[src/rtl/mm_pkg.sv]
// Shared definitions for the N x N matrix multiplier slice.
//   mm_state_t : controller states
//   LD_A/LD_B  : ld_sel encodings for the operand write port
//   mm_aw()    : accumulator/result width that holds N * (-2^(DW-1))^2
package mm_pkg;

   typedef enum logic [2:0] {
      IDLE,
      RUN,
      WAIT,
      FLUSH,
      DONE
   } mm_state_t;

   localparam logic LD_A = 1'b0;
   localparam logic LD_B = 1'b1;

   function automatic int unsigned mm_aw(input int unsigned n, input int unsigned dw);
      return 2 * dw + $clog2(n);
   endfunction

endpackage

[src/rtl/mm_nmac_if.sv]
// Result stream of the matrix multiplier (valid/ready handshake).
//   out_valid : result word available
//   out_ready : consumer accepts the word (transfer on valid && ready)
//   out_data  : signed C[out_row][out_col]
//   out_row   : result row index
//   out_col   : result column index
// master = producer (mm_nmac), slave = consumer.
interface mm_nmac_if #(
   parameter int unsigned N  = 8,
   parameter int unsigned AW = 19
);

   logic                    out_valid;
   logic                    out_ready;
   logic signed [AW-1:0]    out_data;
   logic [$clog2(N)-1:0]    out_row;
   logic [$clog2(N)-1:0]    out_col;

   modport master (
      output out_valid,
      output out_data,
      output out_row,
      output out_col,
      input  out_ready
   );

   modport slave (
      input  out_valid,
      input  out_data,
      input  out_row,
      input  out_col,
      output out_ready
   );

endinterface

[src/rtl/mm_mac_lane.sv]
// One signed multiply-accumulate lane.
//   clk, reset : clock, synchronous active-low reset (clears acc)
//   en         : perform this cycle's step
//   clr_load   : with en, the step is the last of a dot product: the
//                caller captures sum and the accumulator restarts at zero
//   a, b       : signed operands
//   acc        : running accumulator
//   sum        : acc + a*b (combinational)
module mm_mac_lane #(
   parameter int unsigned DW = 8,
   parameter int unsigned AW = 19
) (
   input  logic                 clk,
   input  logic                 reset,
   input  logic                 en,
   input  logic                 clr_load,
   input  logic signed [DW-1:0] a,
   input  logic signed [DW-1:0] b,
   output logic signed [AW-1:0] acc,
   output logic signed [AW-1:0] sum
);

   logic signed [2*DW-1:0] prod;

   assign prod = a * b;
   assign sum  = acc + AW'(prod);

   always_ff @(posedge clk) begin
      if (!reset) begin
         acc <= '0;
      end else if (en) begin
         acc <= clr_load ? '0 : sum;
      end
   end

endmodule

[src/rtl/mm_nmac.sv]
// Parametrised N x N signed matrix multiplier with LANES parallel MAC lanes
// and a backpressured result stream.
//   clk, reset          : clock, synchronous active-low reset
//   start               : begin a multiply (accepted in IDLE or DONE)
//   ld_en/ld_sel        : operand write strobe, 0 = A, 1 = B (dropped while busy)
//   ld_addr/ld_data     : column-major operand address and signed value
//   busy                : RUN, WAIT or FLUSH
//   done                : DONE
//   clk_count           : busy cycles of the last or current run
//   res                 : result stream (out_valid/out_ready/out_data/out_row/out_col)
// Work order: column j, then row group g, then k. Lane l computes row
// g*LANES+l; all lanes share B[k][j].
module mm_nmac
   import mm_pkg::*;
#(
   parameter int unsigned N     = 8,
   parameter int unsigned DW    = 8,
   parameter int unsigned LANES = 2,
   parameter int unsigned AW    = mm_aw(N, DW)
) (
   input  logic                      clk,
   input  logic                      reset,
   input  logic                      start,
   input  logic                      ld_en,
   input  logic                      ld_sel,
   input  logic [$clog2(N*N)-1:0]    ld_addr,
   input  logic signed [DW-1:0]      ld_data,
   output logic                      busy,
   output logic                      done,
   output logic [31:0]               clk_count,
   mm_nmac_if.master                 res
);

   localparam int unsigned IW = $clog2(N);
   localparam int unsigned AD = $clog2(N * N);
   localparam int unsigned NG = N / LANES;
   localparam int unsigned GW = (NG > 1) ? $clog2(NG) : 1;
   localparam int unsigned CW = $clog2(LANES + 1);

   mm_state_t state, state_next;

   logic [IW-1:0] k, j;
   logic [GW-1:0] g;

   logic signed [DW-1:0] mem_a [N*N];
   logic signed [DW-1:0] mem_b [N*N];

   logic signed [DW-1:0] lane_a   [LANES];
   logic signed [DW-1:0] b_cur;
   logic signed [AW-1:0] lane_acc [LANES];
   logic signed [AW-1:0] lane_sum [LANES];

   // Result buffer: entry 0 is the head; entries shift down on each transfer.
   logic signed [AW-1:0] buf_data [LANES];
   logic [IW-1:0]        buf_row  [LANES];
   logic [IW-1:0]        buf_col  [LANES];
   logic [CW-1:0]        buf_cnt;

   logic last_k, last_grp, xfer, buf_free, last_xfer;
   logic lane_en, lane_clr, buf_load, run_init;

   assign busy = (state == RUN) || (state == WAIT) || (state == FLUSH);
   assign done = (state == DONE);

   assign last_k    = (k == IW'(N - 1));
   assign last_grp  = (g == GW'(NG - 1)) && (j == IW'(N - 1));
   assign xfer      = res.out_valid && res.out_ready;
   // The buffer may be reloaded when empty, or when this cycle's transfer
   // takes its final entry.
   assign last_xfer = (buf_cnt == CW'(1)) && res.out_ready;
   assign buf_free  = (buf_cnt == '0) || last_xfer;

   assign res.out_valid = (buf_cnt != '0);
   assign res.out_data  = buf_data[0];
   assign res.out_row   = buf_row[0];
   assign res.out_col   = buf_col[0];

   // Operand storage: no reset, contents survive aborts.
   always_ff @(posedge clk) begin
      if (ld_en && !busy) begin
         if (ld_sel == LD_A) begin
            mem_a[ld_addr] <= ld_data;
         end else begin
            mem_b[ld_addr] <= ld_data;
         end
      end
   end

   // A[i][k] lives at k*N+i, B[k][j] at j*N+k.
   always_comb begin
      b_cur = mem_b[AD'(j * N + k)];
      for (int unsigned l = 0; l < LANES; l++) begin
         lane_a[l] = mem_a[AD'(k * N + g * LANES + l)];
      end
   end

   always_ff @(posedge clk) begin
      if (!reset) begin
         state <= IDLE;
      end else begin
         state <= state_next;
      end
   end

   // A stalled k = N-1 step holds acc (lane_en low) and completes from WAIT.
   always_comb begin
      state_next = state;
      lane_en    = 1'b0;
      lane_clr   = 1'b0;
      buf_load   = 1'b0;
      run_init   = 1'b0;
      case (state)
         IDLE, DONE: begin
            if (start) begin
               state_next = RUN;
               run_init   = 1'b1;
            end
         end
         RUN: begin
            if (!last_k) begin
               lane_en = 1'b1;
            end else if (buf_free) begin
               lane_en    = 1'b1;
               lane_clr   = 1'b1;
               buf_load   = 1'b1;
               state_next = last_grp ? FLUSH : RUN;
            end else begin
               state_next = WAIT;
            end
         end
         WAIT: begin
            if (buf_free) begin
               lane_en    = 1'b1;
               lane_clr   = 1'b1;
               buf_load   = 1'b1;
               state_next = last_grp ? FLUSH : RUN;
            end
         end
         FLUSH: begin
            if (last_xfer) begin
               state_next = DONE;
            end
         end
         default: state_next = IDLE;
      endcase
   end

   always_ff @(posedge clk) begin
      if (!reset || run_init) begin
         k <= '0;
         g <= '0;
         j <= '0;
      end else if (buf_load) begin
         k <= '0;
         if (g == GW'(NG - 1)) begin
            g <= '0;
            j <= j + IW'(1);
         end else begin
            g <= g + GW'(1);
         end
      end else if (lane_en) begin
         k <= k + IW'(1);
      end
   end

   always_ff @(posedge clk) begin
      if (!reset || run_init) begin
         clk_count <= '0;
      end else if (busy) begin
         clk_count <= clk_count + 32'd1;
      end
   end

   always_ff @(posedge clk) begin
      if (!reset) begin
         buf_cnt <= '0;
         for (int unsigned l = 0; l < LANES; l++) begin
            buf_data[l] <= '0;
            buf_row[l]  <= '0;
            buf_col[l]  <= '0;
         end
      end else if (buf_load) begin
         buf_cnt <= CW'(LANES);
         for (int unsigned l = 0; l < LANES; l++) begin
            buf_data[l] <= lane_sum[l];
            buf_row[l]  <= IW'(g * LANES + l);
            buf_col[l]  <= j;
         end
      end else if (xfer) begin
         buf_cnt <= buf_cnt - CW'(1);
         for (int unsigned l = 0; l + 1 < LANES; l++) begin
            buf_data[l] <= buf_data[l+1];
            buf_row[l]  <= buf_row[l+1];
            buf_col[l]  <= buf_col[l+1];
         end
         buf_data[LANES-1] <= '0;
         buf_row[LANES-1]  <= '0;
         buf_col[LANES-1]  <= '0;
      end
   end

   for (genvar l = 0; l < LANES; l++) begin : g_lane
      mm_mac_lane #(
         .DW(DW),
         .AW(AW)
      ) u_lane (
         .clk      (clk),
         .reset    (reset),
         .en       (lane_en),
         .clr_load (lane_clr),
         .a        (lane_a[l]),
         .b        (b_cur),
         .acc      (lane_acc[l]),
         .sum      (lane_sum[l])
      );

      // Every group ends by clearing its accumulator, so outside a run
      // the lanes must sit at zero.
      always_ff @(posedge clk) begin
         if (reset && (state == IDLE || state == DONE)) begin
            assert (lane_acc[l] == '0);
         end
      end
   end

endmodule

[src/flat_wrapper.sv]
// flat-port wrapper written by rule: the top's interface ports become plain ports
module mm_nmac_flat import mm_pkg::*;
#(
   parameter int unsigned N     = 8,
   parameter int unsigned DW    = 8,
   parameter int unsigned LANES = 2,
   parameter int unsigned AW    = mm_aw(N, DW)
)
  (clk, reset, start, ld_en, ld_sel, ld_addr, ld_data, busy, done, clk_count, res_out_valid, res_out_data, res_out_row, res_out_col, res_out_ready);
  mm_nmac_if #(.N(N), .AW(AW)) res_i ();
  input  logic clk;
  input  logic reset;
  input  logic start;
  input  logic ld_en;
  input  logic ld_sel;
  input  logic [$clog2(N*N)-1:0] ld_addr;
  input  logic signed [DW-1:0] ld_data;
  output logic busy;
  output logic done;
  output logic [31:0] clk_count;
  output wire logic [$bits(res_i.out_valid)-1:0] res_out_valid;
  output wire logic [$bits(res_i.out_data)-1:0] res_out_data;
  output wire logic [$bits(res_i.out_row)-1:0] res_out_row;
  output wire logic [$bits(res_i.out_col)-1:0] res_out_col;
  input wire logic [$bits(res_i.out_ready)-1:0] res_out_ready;
  assign res_out_valid = res_i.out_valid;
  assign res_out_data = res_i.out_data;
  assign res_out_row = res_i.out_row;
  assign res_out_col = res_i.out_col;
  assign res_i.out_ready = res_out_ready;
  mm_nmac #(.N(N), .DW(DW), .LANES(LANES), .AW(AW)) u_core (.clk(clk), .reset(reset), .start(start), .ld_en(ld_en), .ld_sel(ld_sel), .ld_addr(ld_addr), .ld_data(ld_data), .busy(busy), .done(done), .clk_count(clk_count), .res(res_i));
endmodule
[config.mk]
export PLATFORM = sky130hd
export DESIGN_NAME = mm_nmac_flat
export DESIGN_NICKNAME = d
export VERILOG_FILES = /design/src/rtl/mm_pkg.sv /design/src/rtl/mm_nmac_if.sv /design/src/rtl/mm_mac_lane.sv /design/src/rtl/mm_nmac.sv /design/src/flat_wrapper.sv
export SDC_FILE = /design/constraint.sdc
export NUM_CORES = 2
export LEC_CHECK = 0
export CAP_MARGIN = 10
export CORE_UTILIZATION = 45
export DETAILED_ROUTE_END_ITERATION = 8
export PLACE_DENSITY = 0.7
export SYNTH_ARGS = -nofsm -noshare
export SYNTH_HDL_FRONTEND = slang
export SYNTH_SLANG_ARGS = --single-unit
[constraint.sdc]
create_clock -name clk -period 10.94 [get_ports clk]
set_clock_uncertainty 0.05 [all_clocks]
set_input_delay 1.094 -clock clk [delete_from_list [all_inputs] [get_ports clk]]
set_output_delay 1.094 -clock clk [all_outputs]
set_load 0.05 [all_outputs]
==> flow_summary.yaml <==
synthesis:
  ys_top_cells_by_area: "edfxtp_1, mux4_2, fa_1, dfxtp_1, ha_1"
  ys_ff_latch: 1157
  synthTopCellsByCount: "edfxtp_1, mux4_2, nor2_1"
  syn_area_um2: 52030
  synth_seq_area_share: 0.6518
  yosysTopAreaCell: "edfxtp_1"
  synth.most_common_cell: "edfxtp_1"
  syn_inst: 2934
  synth_area_per_cell_um2: 17.73
  yosysWarnings: 0
  ys.flop_type: "edfxtp_1"
  synth.top_cell.area_share: 0.6198
  synth_edf_count: 1074
  synthArstFlopShare: 0
  synth_nets: 3218
  yosysUniqueCellTypes: 64
setup_path:
  crit_type: "reg -> reg"
  required_ps: 11280
  reg2reg_depth: 22
  cp.arrival_ps: 9020
  cp-start-kind: "flop"
  crit_path_end_kind: "flop"
  critical_path.max_fanout: 82
cts:
  clk_path_buf_depth: 3
  cts_tree: "built"
  clk_latency_ps: 730
  cts_buffers: 112
  cts_setup_buffers: 0
  htree_num_levels: 3
  cts_hold_buf: 0
  cts.clk_slew.worst_paths_ps: 60
  clock-sinks: 1157
  cts-root-buf: "clkbuf_16"
  cts-resized-gates: 0
die:
  fp.dieArea_um2: 117000
  core_um2: 114500
  num_rows: 124
  start_util: 0.4544
  io_pins: 80
  die_x_um: 342.0
  die_y_um: 342.0
placed_design:
  place_congestion: 0.8184
  place_ws_ps: 2230
  dp_hpwl_mm: 71.91
  io_buffers: 79
finish:
  final-seq-area_um2: 33930
  multi_input_area_um2: 16400
  diodes: 0
  utilization: 0.5068
  areaGrowthSynthToFinish_pct: 11.53
  final_layout_size_suffix_gt1_frac: 0.1786
  fin_nets: 3297
  n_fill_cell: 9117
sta:
  fin_hold_ws_ps: 446.1
  final_max_slew_viol_count: 0
  finalHoldViolCount: 0
  setup-violations-final: 0
  min_period_ps: 8672
  finalCritPeriodShare: 0.7927
  max-slew-margin-rel: 0.2062
  rsz0062_at_grt: "no"
  fmax_ghz: 0.1153
  worst_pin_slew_ps: 1180
  tns_ps: 0
  setup_slack_ps: 2268
global_routing:
  grt_antenna_before_repair: 0
  track_usage: 0.1944
  grt_first_pass_wirelength_mm: 170.1
  grt_pass1_vias: 26660
  grt_start_max_net_pins: 103
  grt_overflow_total: 0
status:
  violations: "DRC"
  outcome: "complete, but fails checks"
min_path:
  hp-class: "reg -> reg"
  whs_path_depth: 2
pwr:
  p_int_mw: 10.51
  p_leak_nw: 19.29
  clockPowerShare: 0.232
  power_switching_mw: 6.274
  swShare: 0.3738
  share_seq_of_total_power: 0.298
  power.density_nw_per_um2: 289.2
  p_comb_frac: 0.470
  total_power_mw: 16.78
  vdd_ir_drop_max_v: 0.0003327
route:
  drt_iter0_markers: 2405
  wl_mm: 112.0
  vias: 26170
  routedWlPerCell_um: 24.24
  via_per_inst: 5.664
  detail-route-antenna-nets: 0
  drc: 16
  dr.pass1.iters: 8
flow_run:
  maxCapViolations: 0
power groups by stage:
stage | combinational (mW) | clock, mW | sequential [mW]
2_1_floorplan | 6.17 | 0 | 5.05
3_3_place_gp | 7.66 | 0 | 5.10
5_1_grt | 8.86 | 4.11 | 5.02
6_report | 7.88 | 3.89 | 5.01
3_5_place_dp | 7.76 | 0 | 5.10
4_1_cts | 7.85 | 3.94 | 5.01
worst paths after layout:
path | to | slack, ps | from
max reg2reg | u_core.buf_data[0][37] | 2270 | u_core.k[0]
max | u_core.buf_data[0][37] | 2270 | u_core.k[0]
min | u_core.g_lane[0].u_lane.acc[14] | 450 | u_core.g_lane[0].u_lane.acc[14]
min reg2reg | u_core.g_lane[0].u_lane.acc[14] | 450 | u_core.g_lane[0].u_lane.acc[14]
flip-flops by register name, indices dropped and copies added (netlist names):
| signal | count |
|---|---|
| u_core.buf_col | 6 |
| u_core.g_lane.u_lane.acc | 38 |
| u_core.buf_data | 38 |
| u_core.k | 3 |
| u_core.clk_count | 32 |
| u_core.buf_row | 6 |
| u_core.mem_a | 512 |
| u_core.j | 3 |
| u_core.g | 2 |
| u_core.buf_cnt | 2 |
| u_core.state | 3 |
| u_core.mem_b | 512 |
metal layers:
metal / GRT usage / wire length (µm)
met1: 0.2807 / 48860
met2: 0.3155 / 54670
met3: 0.02491 / 6224
met4: 0.04678 / 2255
met5: 0 / 0
critical path, stage by stage (launching register included):
cell       delay [ps]
dfxtp_4           870
buf_12            600
mux4_1            650
mux4_2            480
a22oi_1           450
nand2_1           410
nand2b_1          240
fa_1              460
fa_1              510
inv_1              40
ha_1              260
inv_1              50
fa_1              470
inv_1              40
ha_1              260
ha_1              220
fa_1              460
a21o_1            220
and4_1            230
or4_1             460
a2111oi_0         570
o31a_1            240
nor3_1             50
layout by cell type (no fill, tap or decap), types with 26 or more instances in the layout:
cell | synthesis | final
nor2_1 | 243 | 243
edfxtp_1 | 1074 | 1074
mux4_2 | 306 | 306
clkinv_1 | 0 | 26
nand2_1 | 67 | 67
a22oi_1 | 28 | 28
nor2b_1 | 46 | 46
buf_4 | 35 | 48
clkbuf_16 | 0 | 113
a21oi_1 | 34 | 31
o21ai_0 | 26 | 26
a22o_1 | 30 | 30
ha_1 | 96 | 96
inv_1 | 230 | 230
clkdlybuf4s50_1 | 0 | 71
xnor2_1 | 43 | 43
dfxtp_1 | 83 | 78
fa_1 | 168 | 168
nand2b_1 | 41 | 41
stage by stage:
| step | std cells | cell area [µm²] |
|---|---|---|
| 2_1_floorplan | 2934 | 52030 |
| 3_3_place_gp | 4411 | 54300 |
| 3_5_place_dp | 4411 | 54300 |
| 4_1_cts | 4620 | 58030 |
| 5_1_grt | 4620 | 58030 |
| 6_report | 4620 | 58030 |
cell families (layout without fill, tap and decap cells):
logic type	count (synthesis)	after routing	synth area share
flops	1157	1157	0.6518
simple gates	522	522	0.04773
buf+inv	391	565	0.03345
mux	336	336	0.1402
fa+ha+maj	264	264	0.08772
compound gates	199	199	0.02821
xor+xnor	65	65	0.01094
final cells by class:
cell class / count / area share
multi-input cells: 1386 / 0.2826
clock buffers: 132 / 0.05047
repair buffers: 126 / 0.02087
inverters: 230 / 0.01488
flip-flops and latches: 1157 / 0.5847
clock inverters: 77 / 0.01386
well taps: 1512 / 0.03260
Note: power is estimated with default switching activity, not from simulation.
